File: config.mk
export PLATFORM = sky130hd
export DESIGN_NAME = counter_run_ctrl
export DESIGN_NICKNAME = d
export VERILOG_FILES = /design/src/rtl/counter_run_ctrl.sv
export SDC_FILE = /design/constraint.sdc
export NUM_CORES = 1
export LEC_CHECK = 0
export ABC_AREA = 1
export CAP_MARGIN = 10
export CORE_MARGIN = 2
export CORE_UTILIZATION = 30
export DETAILED_ROUTE_END_ITERATION = 16
export PLACE_DENSITY = 0.61
export SLEW_MARGIN = 20
export SYNTH_ARGS = -nofsm -noshare
export SYNTH_HDL_FRONTEND = slang
export SYNTH_SLANG_ARGS = --single-unit
File: constraint.sdc
create_clock -name clk -period 1.05 [get_ports clk]
set_clock_uncertainty 0.05 [all_clocks]
set_input_delay 0.21 -clock clk [delete_from_list [all_inputs] [get_ports clk]]
set_output_delay 0.21 -clock clk [all_outputs]
set_load 0.01 [all_outputs]
File: src/rtl/counter_run_ctrl.sv
// Run controller for the 4-bit clock_counter: clears it, enables it until it reaches a captured
// target, and supports pause/abort. Optional stall watchdog compiled in with COUNTER_TIMEOUT_EN.
//
// state  | meaning
// IDLE   | waiting for start; counter held (en low)
// CLEAR  | one-cycle counter clear (cnt_rst high)
// RUN    | counter enabled until cnt_val reaches target_q
// HALT   | paused; counter frozen until pause drops
module counter_run_ctrl #(
   parameter int CNT_W          = 4,
   parameter int TIMEOUT_CYCLES = 40000000
) (
   input  logic             clk,
   input  logic             rst_n,
   input  logic             start,
   input  logic             stop,
   input  logic             pause,
   input  logic [CNT_W-1:0] target,
   input  logic [CNT_W-1:0] cnt_val,
   output logic             cnt_rst,
   output logic             cnt_en,
   output logic             busy,
   output logic             done,
   output logic             timeout_err,
   output logic [1:0]       state
);

   typedef enum logic [1:0] {
      S_IDLE  = 2'd0,
      S_CLEAR = 2'd1,
      S_RUN   = 2'd2,
      S_HALT  = 2'd3
   } state_t;

   if (TIMEOUT_CYCLES < 2) begin : g_timeout_chk
      $error("TIMEOUT_CYCLES must be at least 2");
   end

   state_t           state_q, state_d;
   logic [CNT_W-1:0] target_q, target_d;
   logic [CNT_W-1:0] prev_val_q, prev_val_d;
   logic             stepped_q, stepped_d;
   logic             done_q, done_d;
   logic             timeout_err_q, timeout_err_d;
   logic             start_ok, changed, complete, wd_expire;

   assign start_ok = (state_q == S_IDLE) && start && !stop;
   assign changed  = (cnt_val != prev_val_q);
   // stepped blocks an instant completion when target_q equals the freshly cleared value
   assign complete = (state_q == S_RUN) && stepped_q && (cnt_val == target_q);

`ifdef COUNTER_TIMEOUT_EN
   localparam logic [31:0] WD_LAST = 32'(TIMEOUT_CYCLES - 1);

   logic [31:0] wd_q, wd_d;

   assign wd_expire = (state_q == S_RUN) && (wd_q == WD_LAST) && !complete && !stop;

   always_comb begin
      wd_d = wd_q;
      if ((state_d == S_RUN) && (state_q != S_RUN)) begin
         wd_d = '0;
      end else if (changed) begin
         wd_d = '0;
      end else if (state_q == S_RUN) begin
         wd_d = wd_q + 32'd1;
      end
   end

   always_comb begin
      timeout_err_d = timeout_err_q;
      if (start_ok) begin
         timeout_err_d = 1'b0;
      end else if (wd_expire) begin
         timeout_err_d = 1'b1;
      end
   end
`else
   assign wd_expire     = 1'b0;
   assign timeout_err_d = 1'b0;
`endif

   always_ff @(posedge clk) begin
      if (!rst_n) begin
         state_q       <= S_IDLE;
         target_q      <= '0;
         prev_val_q    <= '0;
         stepped_q     <= 1'b0;
         done_q        <= 1'b0;
         timeout_err_q <= 1'b0;
`ifdef COUNTER_TIMEOUT_EN
         wd_q          <= '0;
`endif
      end else begin
         state_q       <= state_d;
         target_q      <= target_d;
         prev_val_q    <= prev_val_d;
         stepped_q     <= stepped_d;
         done_q        <= done_d;
         timeout_err_q <= timeout_err_d;
`ifdef COUNTER_TIMEOUT_EN
         wd_q          <= wd_d;
`endif
      end
   end

   always_comb begin
      state_d    = state_q;
      target_d   = target_q;
      prev_val_d = cnt_val;
      stepped_d  = stepped_q;
      done_d     = complete && !stop;
      case (state_q)
         S_IDLE: begin
            if (start_ok) begin
               state_d   = S_CLEAR;
               target_d  = target;
               stepped_d = 1'b0;
            end
         end
         S_CLEAR: state_d = stop ? S_IDLE : S_RUN;
         S_RUN: begin
            if (changed) stepped_d = 1'b1;
            if (stop || complete || wd_expire) begin
               state_d = S_IDLE;
            end else if (pause) begin
               state_d = S_HALT;
            end
         end
         S_HALT: begin
            if (stop) begin
               state_d = S_IDLE;
            end else if (!pause) begin
               state_d = S_RUN;
            end
         end
         default: state_d = S_IDLE;
      endcase
   end

   always_comb begin
      cnt_rst     = (state_q == S_CLEAR);
      cnt_en      = (state_q == S_RUN);
      busy        = (state_q != S_IDLE);
      done        = done_q;
      timeout_err = timeout_err_q;
      state       = state_q;
   end

endmodule

Yosys cells after proc, flatten, opt, wreduce, memory -nomap -nowiden
Index checks and enable logic that the tools add are counted.
{"block": "totals", "input_bits": 13, "ramBits": 0, "romBits": 0, "memories": 0, "word_cells": 37, "latchBits": 0, "output_inout_bits": 7, "regBits": 12}
{"block": "classes", "eq_ne": 9, "multipliers": 0, "reduce_logical": 13, "div_mod_pow": 0, "magnitude_cmp": 0, "n_mux": 10, "add_sub_neg": 0, "bitwise": 0, "shifts": 0}
{"cell": "$mux 2", "count": 6}
{"cell": "$pmux 2 s4", "count": 1}
{"cell": "$reduce_and 3->1", "count": 2}
{"cell": "$logic_and 1x1->1", "count": 5}
{"cell": "$eq 2x2->1 const B", "count": 2}
{"cell": "$eq 4x4->1", "count": 1}
{"cell": "$ne 4x4->1", "count": 1}
{"cell": "$reduce_bool 2->1", "count": 2}
{"cell": "$ne 3x2->1 const B", "count": 1}
{"cell": "$ne 3x3->1 const B", "count": 1}
{"cell": "$eq 2x1->1 const B", "count": 1}
{"cell": "$logic_not 2->1", "count": 1}
{"cell": "$mux 1", "count": 2}
{"cell": "$ne 2x1->1 const B", "count": 1}
{"cell": "$ne 2x2->1 const B", "count": 1}
{"cell": "$pmux 1 s2", "count": 1}
{"cell": "$reduce_and 2->1", "count": 1}
{"cell": "$logic_not 1->1", "count": 1}
{"cell": "$logic_or 1x1->1", "count": 1}

Longest topological paths before layout
Gate-level depths: netlist of run 1.
{"block": "logic_depth", "ltp_word": 6, "depth_mapped": 11, "depth_no_buf": 11}

Least setup slack after synthesis of run 1
No wires, ideal clock.
{"block": "synth_timing", "path_type": "reg-to-reg", "startpoint": "register state_q[0] (netlist: state[0])", "endpoint": "register target_q[0]", "path_buffers": 0, "setup_ns": 0.118, "synth_period_minus_slack_ns": 1.219, "stages_incl_launch_ff": 8, "setup_slack_ns": -0.169, "required_time_ns": 0.882, "arrival_ns": 1.050, "cell_sequence": "dfxtp_1 > inv_2 > nand2_1 > nand2_1 > nor2_1 > inv_2 > o21ai_1 > a21oi_1"}
{"block": "synth_via", "elab_chain_len": 4}
{"element": "from (decl)", "line": "39", "source": "state_t state_q, state_d;"}
{"element": "from (signal assigned)", "line": "95", "source": "state_q <= state_d;"}
{"element": "$logic_not 2->1 (*)", "line": "47, 113"}
{"element": "$logic_and 1x1->1 (2 in series)", "line": "47", "source": "assign start_ok = (state_q == S_IDLE) && start && !stop;"}
{"element": "$reduce_and 2->1 (no line) (*)"}
{"element": "to (signal assigned)", "line": "96", "source": "target_q <= target_d;"}
{"element": "to (decl)", "line": "40", "source": "logic [CNT_W-1:0] target_q, target_d;"}
Mark *: on every way between the ends. The rest lies on a longest branch, timed or not.
A chain may end at the register's enable or synchronous reset.

Final worst setup path of run 1
{"block": "layout_timing", "startpoint": "register state_q[0] (netlist: state[0])", "endpoint": "register state_q[1] (netlist: state[1])"}
{"block": "layout_via", "elab_chain_len": 6, "word_cells_on_any_way": 15, "cone_classes": "eq/ne: 6; mux: 2; reduce/logical: 7"}
{"element": "$eq 2x2->1", "line": "50, 113"}
{"element": "$logic_and 1x1->1 (2 in series)", "line": "50", "source": "assign complete = (state_q == S_RUN) && stepped_q && (cnt_val == target_q);"}
{"element": "$logic_or 1x1->1", "line": "124", "source": "if (stop || complete || wd_expire) begin"}
{"element": "$mux 2 / $ne 3x2->1 (equally long branches)"}
{"element": "$pmux 2 s4 / $reduce_and 3->1 (equally long branches)"}
Parallel ways exist; a longest one is shown, timed or not.

==> impl_metrics.py, run 1 <==
metrics = {
    "layout": {
        "fillCellCount": 185,
        "n_antenna_cell": 0,
        "seq_area_sq_um": 249,
        "multi_input_area_sq_um": 399,
        "mostFrequentLayoutCell": "buf_4",
        "layout_common_cells": "buf_4, nand2_1, inv_1",
        "drive_gt1_frac": 0.489,
        "fin_nets": 153,
        "final_cells": 166,
        "area_growth_pct": 82.3,
        "final_util": 0.585,
    },
    "power": {
        "power_density_nw_per_um2": 1200,
        "vdd_drop_max_mv": 0.765,
        "p_leak_nw": 0.539,
        "p_total_mw": 1.39,
    },
    "timing": {
        "min_period_ns": 1.27,
        "hold_viol": 0,
        "max_freq_mhz": 784,
        "grt_setup_unrepaired": "true",
        "timing.final.max_slew_violations": 0,
        "setup_viol": 12,
        "final.setup.worst_slack_ns": -0.225,
        "final.period_utilization": 1.21,
        "finalSetupTns_ns": -1.93,
    },
    "synthesis": {
        "syn_avg_cell_area_sq_um": 6.83,
        "seq_area_frac_synth": 0.378,
        "yosysWarnings": 0,
        "syn_nets": 106,
        "synth.distinct_cells": 22,
        "synthCells": 93,
        "syn_area_sq_um": 636,
        "synth-seq-cells": 12,
    },
    "grt": {
        "grt_pass1_wl_mm": 2.62,
        "antenna_found_initial": 0,
        "globalRoute.totalOverflow": 0,
        "grt_pass1_vias": 641,
        "grt_usage": 0.138,
        "grt_start_max_net_pins": 10,
    },
    "clock_network": {
        "cts_buffers": 3,
        "cts_root_buf": "clkbuf_4",
        "cts_tree": "yes",
        "clkTransAtPathRegs_ns": 0.08,
        "clockBufferDepth": 2,
        "insertion_delay_ns": 0.27,
        "htreeDepth": 1,
        "cts.sink_count": 12,
    },
    "flow_run": {
        "cap_violations": 0,
    },
    "worst_setup_path": {
        "worstPathArrival_ns": 1.39,
        "path_max_fanout": 4,
        "crit_path_end_kind": "register",
        "worstSetupPathType": "register to register",
        "r2r-start": "state[0]",
        "crit_start": "state[0]",
        "worstPathRequired_ns": 1.17,
        "cp-start-kind": "register",
    },
    "hold_path": {
        "hold_class": "input pin to register",
        "hold_path.startpoint": "cnt_val[1]",
    },
    "die": {
        "die_area_sq_um": 2500,
        "rows": 16,
        "fp.dieH_um": 50.0,
        "core_sq_um": 1980,
        "initial_core_util": 0.321,
        "io-pin-count": 20,
        "fp.dieW_um": 50.0,
    },
    "routing": {
        "drc": 0,
        "drt_iter0_markers": 8,
        "antenna_left": 0,
        "dr.pass1.iters": 4,
        "detail_route.wirelength_mm": 1.67,
        "viasPerCell": 4.37,
        "vias": 726,
        "wl_per_cell_um": 10.0,
    },
    "placement": {
        "place_congestion": 0.813,
        "io_buffers": 18,
        "dp_hpwl_mm": 1.18,
        "dp_cells": 156,
    },
    "outcome": {
        "status": "finished with violations",
        "violations": "setup timing",
    },
}
metrics by stage:
stage	hold slack [ns]	area, sq um	setup WS (ns)
global placement	0.417	1000	-0.516
global route	0.306	1160	-0.308
floorplan	0.230	652	-0.0689
finish	0.260	1160	-0.225
detailed placement	0.438	1000	-0.561
CTS	0.255	1060	-0.187
cells in the mapped netlist:
master    number  area (sq um)
nand2_1       24          90.1
inv_1         13          48.8
dfxtp_1       12           240
a21oi_1        6          30.0
nor2_1         6          22.5
o21ai_1        4          20.0
xnor2_1        4          35.0
inv_2          3          11.3
nand2_2        3          18.8
nand3_1        3          15.0
nand3_2        2          20.0
nor2_2         2          12.5
o21ai_0        2          10.0
a31oi_1        1          6.26
buf_2          1          5.00
buf_4          1          7.51
clkinv_2       1          5.00
conb_1         1          3.75
nand4_1        1          6.26
nor4_2         1          12.5
or3_1          1          6.26
xor2_1         1          8.76
metal layers:
metal / global-route usage / vias to the layer above / share of wire
li1: - / 376 / -
met1: 0.165 / 326 / 0.43
met2: 0.232 / 20 / 0.51
met3: 0.0273 / 4 / 0.041
met4: 0.0648 / 0 / 0.015
met5: 0 / - / 0
final cells by class:
class	count	share of cell area
Timing Repair Buffer	43	0.313
Multi-Input combinational cell	62	0.344
Sequential cell	12	0.215
Tap cell	27	0.0292
Clock buffer	4	0.0313
Timing Repair inverter	1	0.00648
Inverter	17	0.0605
where the power goes:
part	switching [mW]	leakage, nW	total, mW	internal, mW
combinational	0.237	0.417	0.504	0.267
clock	0.154	0.0210	0.365	0.211
sequential	0.0273	0.101	0.521	0.494
worst max-delay path, stage by stage (launching register included):
cell	delay (ns)
dfxtp_2	0.34
inv_4	0.07
buf_6	0.11
nand3_4	0.07
nor2_4	0.10
nand3_4	0.09
buf_4	0.15
buf_6	0.10
nand3_1	0.05
a21oi_1	0.06
registers in the layout, indices dropped and copies added (netlist names):
register / cells
target_q: 4
done: 1
prev_val_q: 4
stepped_q: 1
state: 2
logic make-up (layout without fill, tap and decap cells):
family | after synthesis | in the layout | share of synthesized area
xor gates and xnor gates | 5 | 5 | 0.0689
AOI/OAI and AO/OA | 13 | 13 | 0.104
other | 1 | 1 | 0.00590
and+or+nand+nor | 43 | 43 | 0.321
buffers and inverters | 19 | 65 | 0.122
DFF | 12 | 12 | 0.378
final timing paths:
| path | endpoint | slack, ns | cells after the start |
|---|---|---|---|
| min | prev_val_q[1] | 0.26 | 3 |
| max reg2reg | state[1] | -0.22 | 9 |
| min reg2reg | stepped_q | 0.47 | 2 |
| max | state[1] | -0.22 | 9 |
what timing repair did:
item,in CTS,in global routing
setup endpoints to repair,14,13
setup buffers,3,2
gates cloned,0,1
pin swaps,1,4
resized for setup,36,21
hold buffers,0,0
(Power assumes the default switching activity.)
==> inputs of run 2 (changes only) <==
--- a/config.mk
+++ b/config.mk
@@ -7,7 +7,7 @@
 export LEC_CHECK = 0
 export ABC_AREA = 1
 export CAP_MARGIN = 10
-export CORE_MARGIN = 2
+export CORE_MARGIN = 10
 export CORE_UTILIZATION = 30
 export DETAILED_ROUTE_END_ITERATION = 16
 export PLACE_DENSITY = 0.61
==> impl_metrics.py, run 2 (synthesis gave the netlist of run 1 again) <==
metrics = {
    "outcome": {
        "status": "finished with violations",
        "violations": "setup timing",
    },
    "layout": {
        "area_growth_pct": 86.8,
        "layout_common_cells": "buf_4, nand2_1, inv_1",
        "drive_gt1_frac": 0.536,
        "n_antenna_cell": 0,
        "fin_nets": 152,
        "mostFrequentLayoutCell": "buf_4",
    },
    "grt": {
        "grt_pass1_vias": 709,
        "grt_usage": 0.0848,
        "antenna_found_initial": 0,
        "globalRoute.totalOverflow": 0,
        "grt_start_max_net_pins": 8,
        "grt_pass1_wl_mm": 2.95,
    },
    "routing": {
        "detail_route.wirelength_mm": 1.82,
        "antenna_left": 0,
        "vias": 729,
        "drc": 0,
        "wl_per_cell_um": 11.0,
        "drt_iter0_markers": 11,
        "viasPerCell": 4.42,
        "dr.pass1.iters": 3,
    },
    "worst_setup_path": {
        "worstPathArrival_ns": 1.01,
        "reg2reg_setup_slack_ns": -0.21,
        "cp-start-kind": "register",
        "rr_endpoint": "target_q[3]",
        "path_max_fanout": 4,
        "worstSetupPathType": "register to output port",
        "r2r-start": "state[0]",
        "crit_path_end_kind": "output port",
        "worstPathRequired_ns": 0.79,
        "reg2regPathDepth": 8,
    },
    "timing": {
        "min_period_ns": 1.27,
        "final.setup.worst_slack_ns": -0.218,
        "timing.final.max_slew_violations": 0,
        "max_freq_mhz": 788,
        "final.period_utilization": 1.21,
        "grt_setup_unrepaired": "true",
        "hold_ws_ns": 0.263,
        "setup_viol": 12,
        "hold_viol": 0,
    },
    "hold_path": {
        "hold_class": "input pin to register",
        "hold_end": "prev_val_q[1]",
        "hold_path.startpoint": "cnt_val[1]",
        "hold_depth": 3,
    },
    "clock_network": {
        "hold_buffers": 0,
        "cts_root_buf": "clkbuf_4",
        "htreeDepth": 1,
        "cts_tree": "yes",
        "insertion_delay_ns": 0.27,
        "cts.sink_count": 12,
        "cts_buffers": 3,
        "clockBufferDepth": 2,
        "clkTransAtPathRegs_ns": 0.08,
    },
    "die": {
        "rows": 16,
        "fp.dieH_um": 66.0,
        "initial_core_util": 0.321,
        "fp.dieW_um": 66.0,
        "io-pin-count": 20,
        "die_area_sq_um": 4360,
        "core_sq_um": 1980,
    },
    "placement": {
        "place_congestion": 0.816,
        "dp_hpwl_mm": 1.31,
        "io_buffers": 18,
        "dp_slack_ns": -0.549,
    },
    "power": {
        "power_density_nw_per_um2": 1190,
        "vdd_drop_max_mv": 0.827,
        "p_total_mw": 1.41,
        "p_leak_nw": 0.544,
    },
    "flow_run": {
        "cap_violations": 0,
    },
}
-- run 2: stage by stage --
stage	std cells	TNS (ns)	cell area [sq um]	util
5_1_grt	165	-2.64	1190	0.599
3_5_place_dp	156	-4.44	1000	0.506
4_1_cts	162	-1.83	1080	0.544
2_1_floorplan	93	-0.310	652	-
3_3_place_gp	156	-4.36	1000	0.506
6_report	165	-1.96	1190	0.599
-- run 2: timing repair --
| item | in CTS | in global routing |
|---|---|---|
| buffers inserted | 1 | 3 |
| resized for setup | 43 | 22 |
| pin swaps | 2 | 4 |
| gates cloned | 1 | 0 |
| endpoints found under the setup margin | 14 | 13 |
| hold endpoints to repair | 0 | 0 |
-- run 2: worst max-delay path: stages (launching register included) --
cell and delay (ns):
dfxtp_2 0.35, inv_4 0.05, buf_4 0.12, nor2_1 0.07, buf_2 0.13
-- run 2: metal layers --
layer  GRT usage  routed length (um)  vias up
li1            -                   -      378
met1      0.0957                 785      321
met2       0.144                 870       22
met3      0.0237                 104        8
met4      0.0393                  61        0
met5           0                   0        -
-- run 2: area by class of cell --
class	count	area [sq um]
clock buffer	4	36.3
fill	176	795
inverter	17	67.6
multi-input combinational	62	442
sequential	12	249
tap	27	33.8
timing repair buffer	42	352
timing repair inverter	1	7.51
-- run 2: worst max path at each step --
stage,startpoint,to,slack (ns),depth (start not counted)
global placement,cnt_val[3],state[0],-0.52,12
floorplan,state[0],state[0],-0.07,10
detailed placement,cnt_val[1],state[0],-0.55,12
global route,state[0],state[0],-0.28,11
CTS,state[0],target_q[1],-0.19,7
finish,state[0],cnt_rst,-0.22,4
-- run 2: power by group --
| group | internal [mW] | switching (mW) | total (mW) |
|---|---|---|---|
| clock | 0.211 | 0.158 | 0.369 |
| combinational | 0.273 | 0.251 | 0.523 |
| sequential | 0.494 | 0.0271 | 0.521 |
==> inputs of run 3 (changes only) <==
--- a/config.mk
+++ b/config.mk
@@ -10,7 +10,8 @@
 export CORE_MARGIN = 10
 export CORE_UTILIZATION = 30
 export DETAILED_ROUTE_END_ITERATION = 16
-export PLACE_DENSITY = 0.61
+export PLACE_DENSITY = 0.59
+export SETUP_SLACK_MARGIN = 0.5
 export SLEW_MARGIN = 20
 export SYNTH_ARGS = -nofsm -noshare
 export SYNTH_HDL_FRONTEND = slang
==> constraint.sdc (replaced) <==
create_clock -name clk -period 1.3 [get_ports clk]
set_clock_uncertainty 0.05 [all_clocks]
set_input_delay 0.26 -clock clk [delete_from_list [all_inputs] [get_ports clk]]
set_output_delay 0.26 -clock clk [all_outputs]
set_load 0.01 [all_outputs]
==> impl_metrics.py, run 3 (synthesis gave the netlist of run 1 again) <==
metrics = {
    "outcome": {
        "status": "completed",
    },
    "worst_setup_path": {
        "max_stage_delay_ns": 0.35,
        "worstPathArrival_ns": 1.40,
        "worstPathRequired_ns": 1.42,
        "slowest_stage": "dfxtp_1",
        "crit_path_end_kind": "register",
        "worstSetupPathType": "register to register",
        "cp-start-kind": "register",
        "r2r-start": "target_q[3]",
        "reg2regPathDepth": 11,
        "path_common_cell": "nand2_1",
        "crit_start": "target_q[3]",
        "path_max_fanout": 3,
        "crit_chain": "inv_1 -> nand2_1 -> nand2_1 -> nor2_4 -> nand3_2 -> nand3_2 -> nand2_2 -> clkinv_2 -> nand2_1 -> nand2_1 -> nor2_2",
    },
    "routing": {
        "antenna_left": 0,
        "drc": 0,
        "vias": 722,
        "drt_iter0_markers": 7,
        "dr.pass1.iters": 4,
        "wl_per_cell_um": 11.0,
        "viasPerCell": 4.48,
        "detail_route.wirelength_mm": 1.78,
    },
    "die": {
        "initial_core_util": 0.321,
        "rows": 16,
        "fp.dieW_um": 66.0,
        "core_sq_um": 1980,
        "fp.dieH_um": 66.0,
        "die_area_sq_um": 4360,
        "io-pin-count": 20,
    },
    "grt": {
        "globalRoute.totalOverflow": 0,
        "grt_start_max_net_pins": 10,
        "grt_pass1_vias": 683,
        "grt_usage": 0.0803,
        "grt_pass1_wl_mm": 2.78,
        "antenna_found_initial": 0,
    },
    "power": {
        "power_density_nw_per_um2": 996,
        "netSwitchingPower_mw": 0.336,
        "p_clk_frac": 0.277,
        "vdd_drop_max_mv": 0.679,
        "p_int_mw": 0.759,
        "combPwrFrac": 0.340,
        "sw_frac_of_total": 0.307,
        "p_leak_nw": 0.521,
        "power_frac_seq": 0.383,
    },
    "layout": {
        "multi_input_area_sq_um": 388,
        "mostFrequentLayoutCell": "nand2_1",
        "fin_nets": 148,
        "seq_area_sq_um": 248,
        "fillCellCount": 198,
        "drive_gt1_frac": 0.463,
        "n_antenna_cell": 0,
        "area_growth_pct": 73.0,
        "finalInstanceArea_sq_um": 1100,
        "layout_common_cells": "nand2_1, buf_4, inv_1",
    },
    "timing": {
        "hold_viol": 0,
        "max_freq_mhz": 784,
        "hold_ws_ns": 0.323,
        "min_period_ns": 1.28,
        "final.period_utilization": 0.981,
        "final.setup.worst_slack_ns": 0.0250,
        "setup_viol": 0,
        "grt_setup_unrepaired": "true",
        "timing.final.max_slew_violations": 0,
    },
    "clock_network": {
        "clockBufferDepth": 2,
        "cts_buffers": 3,
        "clkTransAtPathRegs_ns": 0.08,
        "cts_tree": "yes",
        "cts_root_buf": "clkbuf_4",
        "cts.sink_count": 12,
        "hold_buffers": 0,
        "htreeDepth": 1,
        "insertion_delay_ns": 0.27,
    },
    "hold_path": {
        "hold_depth": 3,
        "hold_class": "input pin to register",
        "hold_path.startpoint": "cnt_val[1]",
    },
    "placement": {
        "dp_slack_ns": -0.342,
        "io_buffers": 18,
        "place_congestion": 0.781,
        "dp_hpwl_mm": 1.28,
        "placed_cell_area_sq_um": 973,
    },
    "flow_run": {
        "cap_violations": 0,
    },
}
[run 3: cell count changes in the layout (fill, tap and decap cells not counted), sizes merged]
| cell | delta |
|---|---|
| clkdlybuf4s50 | -2 |
| dlygate4sd2 | +2 |
| buf | -4 |
[run 3: critical path, delay by kind of cell, from the launching register on]
kind	cells	cell delay [ns]
buf+inv	2	0.12
simple gates	9	0.65
flops	1	0.35
[run 3: final timing paths]
path	slack [ns]	to
max	0.02	state[0]
min	0.32	prev_val_q[1]
max reg2reg	0.02	state[0]
min reg2reg	0.45	target_q[0]
[run 3: final cells by class]
type,instances,area share
clock buffer,4,0.0330
inverter,17,0.0614
multi-input combinational,62,0.353
sequential,12,0.225
tap,27,0.0307
timing repair buffer,38,0.290
timing repair inverter,1,0.00683
[run 3: power by group through the flow]
stage / Clock [mW] / Sequential [mW] / Combinational (mW)
detailed placement: 0 / 0.427 / 0.334
global placement: 0 / 0.425 / 0.332
global route: 0.329 / 0.423 / 0.410
finish: 0.303 / 0.420 / 0.373
floorplan: 0 / 0.432 / 0.151
CTS: 0.316 / 0.419 / 0.351
[run 3: timing repair]
item                                    in CTS  in global routing
resized for setup                           43                 11
setup buffers                                2                  1
endpoints found under the setup margin      18                 14
gates cloned                                 1                  1
pin swaps                                    2                  2
[run 3: routing by layer]
metal	wire length (um)	share of wire	vias to the layer above	track usage
met5	0	0	-	0
met4	45	0.025	0	0.0471
met3	153	0.086	7	0.0271
met2	827	0.47	25	0.127
met1	752	0.42	323	0.0917
li1	-	-	367	-
[run 3: metrics by stage]
stage / utilization / power (mW) / setup TNS [ns] / instances
final: 0.555 / 1.10 / 0 / 161
after global placement: 0.491 / 0.757 / -1.71 / 152
after floorplan: - / 0.583 / 0 / 93
after detailed placement: 0.491 / 0.761 / -1.83 / 152
after global routing: 0.555 / 1.16 / -0.130 / 161
after CTS: 0.530 / 1.09 / 0 / 159
